===== src/rtl/tick_gen.sv =====
// tick_gen: programmable multi-rate tick generator.
//
// Emits a one-cycle base strobe tick[0] every div_cur enabled cycles and
// CASCADE decade strobes tick[k] every div_cur*10^k enabled cycles. All
// strobes of one wrap are coincident with tick[0]. The divisor can be
// reloaded at run time; a loaded value of 0 is treated as 1.
//
// Build option: define TICK_GEN_SHADOW_EN to defer divisor loads to the
// next base wrap through a shadow register (pend flags a waiting value).
// Without it a load takes effect on the next edge and restarts the base
// period, and pend is tied low.
//
// Ports:
//   clk       system clock, rising edge
//   reset     asynchronous active-low reset
//   en        count enable; low freezes counters, ticks go low
//   clr       synchronous clear of all counters
//   div_load  one-cycle strobe to load div_val
//   div_val   new divisor
//   tick      [0] base strobe, [k] decade-k strobe
//   div_cur   divisor currently in effect
//   pend      shadow divisor waiting for the next wrap
module tick_gen #(
  parameter int unsigned CNT_W       = 20,
  parameter int unsigned DEFAULT_DIV = 1_000_000,
  parameter int unsigned CASCADE     = 2
) (
  input  logic               clk,
  input  logic               reset,
  input  logic               en,
  input  logic               clr,
  input  logic               div_load,
  input  logic [CNT_W-1:0]   div_val,
  output logic [CASCADE:0]   tick,
  output logic [CNT_W-1:0]   div_cur,
  output logic               pend
);

  localparam int unsigned DEC_W = 4;
  localparam logic [CNT_W-1:0] RST_DIV = CNT_W'(DEFAULT_DIV);
  localparam logic [DEC_W-1:0] DEC_MAX = DEC_W'(9);

  logic [CNT_W-1:0] cnt;
  logic [DEC_W-1:0] dec [1:CASCADE];
  logic [CASCADE:0] wrap_c;
  logic [CNT_W-1:0] load_val_c;

  // Divisor 0 would never wrap; clamp it to 1.
  assign load_val_c = (div_val == '0) ? CNT_W'(1) : div_val;

  // Wrap chain: stage k wraps when stage k-1 wraps and its decade is at 9.
  always_comb begin
    wrap_c    = '0;
    wrap_c[0] = en && (cnt == div_cur - CNT_W'(1));
    for (int k = 1; k <= int'(CASCADE); k++) begin
      wrap_c[k] = wrap_c[k-1] && (dec[k] == DEC_MAX);
    end
  end

  // Base counter, decade counters and tick strobes.
  always_ff @(posedge clk or negedge reset) begin
    if (!reset) begin
      cnt  <= '0;
      tick <= '0;
      for (int k = 1; k <= int'(CASCADE); k++) dec[k] <= '0;
    end else if (clr) begin
      cnt  <= '0;
      tick <= '0;
      for (int k = 1; k <= int'(CASCADE); k++) dec[k] <= '0;
`ifndef TICK_GEN_SHADOW_EN
    end else if (div_load) begin
      // Immediate load restarts the base period; decades are kept.
      cnt  <= '0;
      tick <= '0;
`endif
    end else begin
      if (en) cnt <= wrap_c[0] ? '0 : cnt + CNT_W'(1);
      for (int k = 1; k <= int'(CASCADE); k++) begin
        if (wrap_c[k-1]) dec[k] <= wrap_c[k] ? '0 : dec[k] + DEC_W'(1);
      end
      // wrap_c is already gated by en, so ticks drop while frozen.
      tick <= wrap_c;
    end
  end

`ifdef TICK_GEN_SHADOW_EN
  logic [CNT_W-1:0] shadow;

  // Shadowed divisor: loads wait for the next base wrap.
  always_ff @(posedge clk or negedge reset) begin
    if (!reset) begin
      div_cur <= RST_DIV;
      shadow  <= RST_DIV;
      pend    <= 1'b0;
    end else if (clr) begin
      if (div_load)  div_cur <= load_val_c;
      else if (pend) div_cur <= shadow;
      pend <= 1'b0;
    end else if (div_load) begin
      // A load on the wrap edge itself is applied at that wrap.
      if (wrap_c[0]) begin
        div_cur <= load_val_c;
        pend    <= 1'b0;
      end else begin
        shadow  <= load_val_c;
        pend    <= 1'b1;
      end
    end else if (wrap_c[0] && pend) begin
      div_cur <= shadow;
      pend    <= 1'b0;
    end
  end
`else
  // Immediate divisor load.
  always_ff @(posedge clk or negedge reset) begin
    if (!reset) begin
      div_cur <= RST_DIV;
    end else if (div_load) begin
      div_cur <= load_val_c;
    end
  end

  assign pend = 1'b0;
`endif

endmodule

===== config.mk =====
export PLATFORM = sky130hd
export DESIGN_NAME = tick_gen
export DESIGN_NICKNAME = d
export VERILOG_FILES = /design/src/rtl/tick_gen.sv
export SDC_FILE = /design/constraint.sdc
export NUM_CORES = 1
export LEC_CHECK = 0
export BUFFER_PORTS_ARGS = -buffer_cell sky130_fd_sc_hd__buf_2
export CELL_PAD_IN_SITES_DETAIL_PLACEMENT = 0
export CELL_PAD_IN_SITES_GLOBAL_PLACEMENT = 1
export CORE_ASPECT_RATIO = 0.9
export CORE_MARGIN = 4
export CORE_UTILIZATION = 45
export CTS_CLUSTER_SIZE = 8
export DETAILED_ROUTE_END_ITERATION = 12
export PLACE_DENSITY = 0.91
export SETUP_SLACK_MARGIN = 0.1
export SLEW_MARGIN = 20
export SYNTH_ARGS = -nofsm -noshare
export SYNTH_HDL_FRONTEND = slang
export SYNTH_SLANG_ARGS = --single-unit

===== constraint.sdc =====
create_clock -name clk -period 4.3 [get_ports clk]
set_clock_uncertainty 0.1 [all_clocks]
set_input_delay 0.215 -clock clk [delete_from_list [all_inputs] [get_ports clk]]
set_output_delay 0.215 -clock clk [all_outputs]
set_load 0.005 [all_outputs]

==> results.md <==
- The first global-routing pass estimated between 10 and 15 mm of wire.
- The post-synthesis cell type count is 65.
- At the worst endpoint, the required time is 4.40 ns.
- Summing over every cut layer, the via total after detailed routing is roughly 2,800.
- The min-delay analysis places its worst path in the category in2reg.
- The flow ran to the end, and the final reports show no timing, DRC or antenna violations.
- The total grt overflow is 0.
- The vertical die dimension is 91.0 um.
- Counting every net in the synthesized netlist gives ~390.
- The most used flip-flop cell after synthesis is sky130_fd_sc_hd__dfrtp_1.
- The number of clock sinks is 51.
- The per-instance average area after synthesis is 9.72 um2.
- The detailed router finished its first iteration with around 180 violations.
- The largest net degree at the start of global routing is 52.
- The share of total power dissipated in combinational logic is 0.169.
- The number of enable flip-flop cells after synthesis is 0.
- Of the synthesized area, sequential elements account for 0.373.
- In this run the count of I/O pins placed on the die edge is 49.
- The number of global-route vias before repair is 2,832.
- Setup repair after global routing left no endpoint under its margin.
- The antenna cell count is 0.
- The post-detailed-routing wire length is 8.12 mm.
- The combined global-route utilization of all metal layers is 0.191.
- The routed length per placed instance is 16.5 um.
- The worst pin sits at a relative slew slack of 0.514.
- For this configuration, the core starts out at a cell density of 0.474.
- Of the available clock period, the critical path in the final layout requires 0.784.
- Summed over all cells, the static leakage comes to 1.50 nW.
- The utilization after layout is 0.528.
- The library cell with the largest summed area after synthesis is sky130_fd_sc_hd__dfrtp_1.
- After the last flow step, the layout net total stands at 429.
- The net switching share of the total power is 0.285.
- The clock latency on the worst-skew pair is between 0.3 and 0.4 ns.
- The first detailed-routing pass took 4 iterations.
- The weighted congestion reported at the end of routability-driven placement is about 0.86.
- Prior to clock tree synthesis, the placed netlist has a worst setup slack of 0.954 ns.
- The post-detailed-route count of antenna-violating nets is 0.
- Summing every instance area after synthesis gives roughly 0.0034 mm2.
- The total area inside the core boundary comes to roughly 0.0073 mm2.
- The net load switching power is 0.305 mW.
- Summing all non-filler instances in the final layout gives an area of ~0.0038 mm2.
- The Yosys step of the flow raised 0 warnings.
- The synthesized instance count is 354.
- The number of I/O port buffers is between 40 and 50.
- The clock-pin slew on the worst setup and hold paths is around 0.10 ns.
- The internal power component is 0.763 mW.
- The number of setup buffers added after CTS is 0.
- Counting flops with an async set or reset pin after synthesis yields a share of 1.00.
- The share of total power in the clock network is 0.317.
- Hold timing on the final database bottoms out at a slack of approximately 0.042 ns.
- The number of max-slew violations in the final report is 0.
- The critical path endpoint category is a flop.
- The final critical path time including I/O delays and setup is 3.37 ns.
- The top cell type's share of synthesized area is 0.320.
- Of all nets on the critical path, the largest fanout is 9.
- At the pin with the least slew margin, the transition time is roughly 0.72 ns.
- Across the run, the number of max-cap violations was 0.
- Dividing total power by cell area gives a power density of 279 mW/mm2.
- The clock tree synthesis step divided the H-tree into 2 levels.
- The number of antenna violations at the first check in global routing is 0.
- The number of remaining DRC errors is 0.
- The count of cells along the worst hold path is 2.
- The clock root buffer master is sky130_fd_sc_hd__clkbuf_8.
- The area growth from synthesis to final layout is 11.3%.
- The maximum VDD drop is 0.000176 V.
- The slack of the critical path is approximately 0.93 ns.
- In the routed layout, each cell is associated on average with a via count of 5.78.
- The startpoint kind of the worst setup timing path is a flop.
- The share of post-route cells with drive strength above 1 is 0.283.
- Buffers inserted to repair hold after CTS numbered 1.
- The detailed placer's ending HPWL is 6.14 mm.
- The portion of total power attributed to sequential cells is 0.515.
- For this run, the top clock speed supported by timing is 297 MHz.
- The data arrival time of the worst path is around 3.5 ns.
- The flip-flop and latch count after synthesis is between 50 and 60.
- The number of buffers created by CTS is 5.
- Setup violations remaining at the end of the flow were counted as 0.
- The horizontal die dimension is between 100 and 150 um.
- The floorplan has 29 rows.
- Counting the fill cells in the layout gives 696.
- The count of instances resized after the clock tree is built is 0.
- The aggregate negative setup slack is 0 ns.
- No sink is reached through more buffers than the 2 on the longest clock path.
- The placed instances occupy a cell area of roughly 0.0037 mm2.
- In the post-synthesis netlist, the biggest area contributors are sky130_fd_sc_hd__dfrtp_1 (32%), sky130_fd_sc_hd__xnor2_1 (7.4%), sky130_fd_sc_hd__mux2_2 (5.9%), sky130_fd_sc_hd__dfstp_2 (5.3%), sky130_fd_sc_hd__nor2_1 (3.8%).
- The worst register-to-register path has a depth of 9.
- The number of hold violations in the final report was 0.
- The CTS tree is yes.
- The critical path is of the reg2reg type.
- The die covers 0.00911 mm2.
-- worst max-delay path, cell delays in order (launching register included) --
cell,delay (ns)
sky130_fd_sc_hd__dfrtp_1,0.46
sky130_fd_sc_hd__inv_1,0.10
sky130_fd_sc_hd__ha_1,0.21
sky130_fd_sc_hd__or3b_4,0.42
sky130_fd_sc_hd__or4_1,0.49
sky130_fd_sc_hd__nor3_2,0.12
sky130_fd_sc_hd__a21oi_1,0.08
sky130_fd_sc_hd__or3_1,0.51
sky130_fd_sc_hd__nor4_2,0.39
sky130_fd_sc_hd__mux2_1,0.37
-- per-stage QoR --
stage                     instances  power [mW]
after detailed placement        483       0.739
after global placement          483       0.735
after CTS                       492        1.07
after floorplan                 354       0.670
final                           492        1.07
after global routing            492        1.12
-- power groups by stage --
stage | Clock [mW] | Combinational (mW) | Sequential (mW)
2_1_floorplan | 0 | 0.125 | 0.545
3_3_place_gp | 0 | 0.178 | 0.557
3_5_place_dp | 0 | 0.181 | 0.558
4_1_cts | 0.344 | 0.182 | 0.549
5_1_grt | 0.367 | 0.200 | 0.555
6_report | 0.338 | 0.180 | 0.549
-- cell usage in the layout, fill, tap and decap left out, types with 8 or more instances in the layout --
cell / synthesis / final
sky130_fd_sc_hd__nand2_1: 20 / 20
sky130_fd_sc_hd__and3_1: 8 / 8
sky130_fd_sc_hd__nor3_1: 17 / 17
sky130_fd_sc_hd__dfrtp_1: 44 / 44
sky130_fd_sc_hd__buf_2: 2 / 47
sky130_fd_sc_hd__mux2_2: 18 / 18
sky130_fd_sc_hd__inv_1: 9 / 9
sky130_fd_sc_hd__xor2_1: 13 / 13
sky130_fd_sc_hd__nand3_1: 11 / 11
sky130_fd_sc_hd__a21oi_1: 10 / 10
sky130_fd_sc_hd__nor2_1: 35 / 35
sky130_fd_sc_hd__nor2_2: 11 / 11
sky130_fd_sc_hd__xnor2_1: 29 / 29
sky130_fd_sc_hd__nor2b_1: 8 / 8
sky130_fd_sc_hd__nand4_1: 10 / 10
-- cells in the mapped netlist (3+ instances only) --
cell type / n
sky130_fd_sc_hd__a21oi_1: 10
sky130_fd_sc_hd__and3_1: 8
sky130_fd_sc_hd__buf_6: 3
sky130_fd_sc_hd__clkbuf_1: 5
sky130_fd_sc_hd__dfrtp_1: 44
sky130_fd_sc_hd__dfstp_2: 7
sky130_fd_sc_hd__ha_1: 6
sky130_fd_sc_hd__inv_1: 9
sky130_fd_sc_hd__mux2_1: 3
sky130_fd_sc_hd__mux2_2: 18
sky130_fd_sc_hd__nand2_1: 20
sky130_fd_sc_hd__nand3_1: 11
sky130_fd_sc_hd__nand3_2: 3
sky130_fd_sc_hd__nand4_1: 10
sky130_fd_sc_hd__nor2_1: 35
sky130_fd_sc_hd__nor2_2: 11
sky130_fd_sc_hd__nor2b_1: 8
sky130_fd_sc_hd__nor3_1: 17
sky130_fd_sc_hd__nor4_1: 7
sky130_fd_sc_hd__nor4b_1: 3
sky130_fd_sc_hd__o211ai_1: 5
sky130_fd_sc_hd__o21ai_0: 5
sky130_fd_sc_hd__o311ai_0: 3
sky130_fd_sc_hd__o31ai_1: 6
sky130_fd_sc_hd__or2_2: 3
sky130_fd_sc_hd__or3_1: 5
sky130_fd_sc_hd__or4_1: 5
sky130_fd_sc_hd__xnor2_1: 29
sky130_fd_sc_hd__xor2_1: 13
-- sequential cells by signal, indices dropped and copies added (netlist names) --
signal and cells:
cnt 20, dec 8, div_cur 20, tick 3
-- per-layer routing --
| metal | vias up | track usage | wire (um) |
|---|---|---|---|
| li1 | 1370 | - | - |
| met1 | 1392 | 0.284 | 3930 |
| met2 | 77 | 0.298 | 3650 |
| met3 | 5 | 0.0345 | 503 |
| met4 | 0 | 0.0269 | 34 |
| met5 | - | 0 | 0 |
-- layout make-up --
type / instances / area (um2) / area share
Clock buffer: 7 / 76.3 / 0.0199
Sequential cell: 51 / 1280 / 0.336
Inverter: 9 / 33.8 / 0.00882
Tap cell: 93 / 116 / 0.0304
Timing Repair Buffer: 51 / 268 / 0.0699
Clock inverter: 1 / 30.0 / 0.00784
Multi-Input combinational cell: 280 / 2020 / 0.527
-- kinds of logic after synthesis --
| logic type | Yosys count | share of synthesized area |
|---|---|---|
| xor gates and xnor gates | 42 | 0.107 |
| adders and majority gates | 6 | 0.0218 |
| buffers and inverters | 23 | 0.0396 |
| DFF | 51 | 0.373 |
| AOI/OAI and AO/OA | 46 | 0.107 |
| muxes | 21 | 0.0687 |
| other | 1 | 0.00109 |
| and+or+nand+nor | 164 | 0.281 |
-- final timing paths --
check / start / end / slack (ns)
hold reg to reg: dec[7]$_DFFE_PN0P_ / dec[7]$_DFFE_PN0P_ / 0.41
max in group asynchronous: reset / dec[6]$_DFFE_PN0P_ / 3.21
setup reg to reg: div_cur[0]$_DFFE_PN0P_ / dec[0]$_DFFE_PN0P_ / 0.93
setup / recovery: div_cur[0]$_DFFE_PN0P_ / dec[0]$_DFFE_PN0P_ / 0.93
min in group asynchronous: reset / cnt[0]$_DFFE_PN0P_ / 0.46
hold / removal: div_val[12] / div_cur[12]$_DFFE_PN0P_ / 0.04
Note: power is estimated with default switching activity, not from simulation.
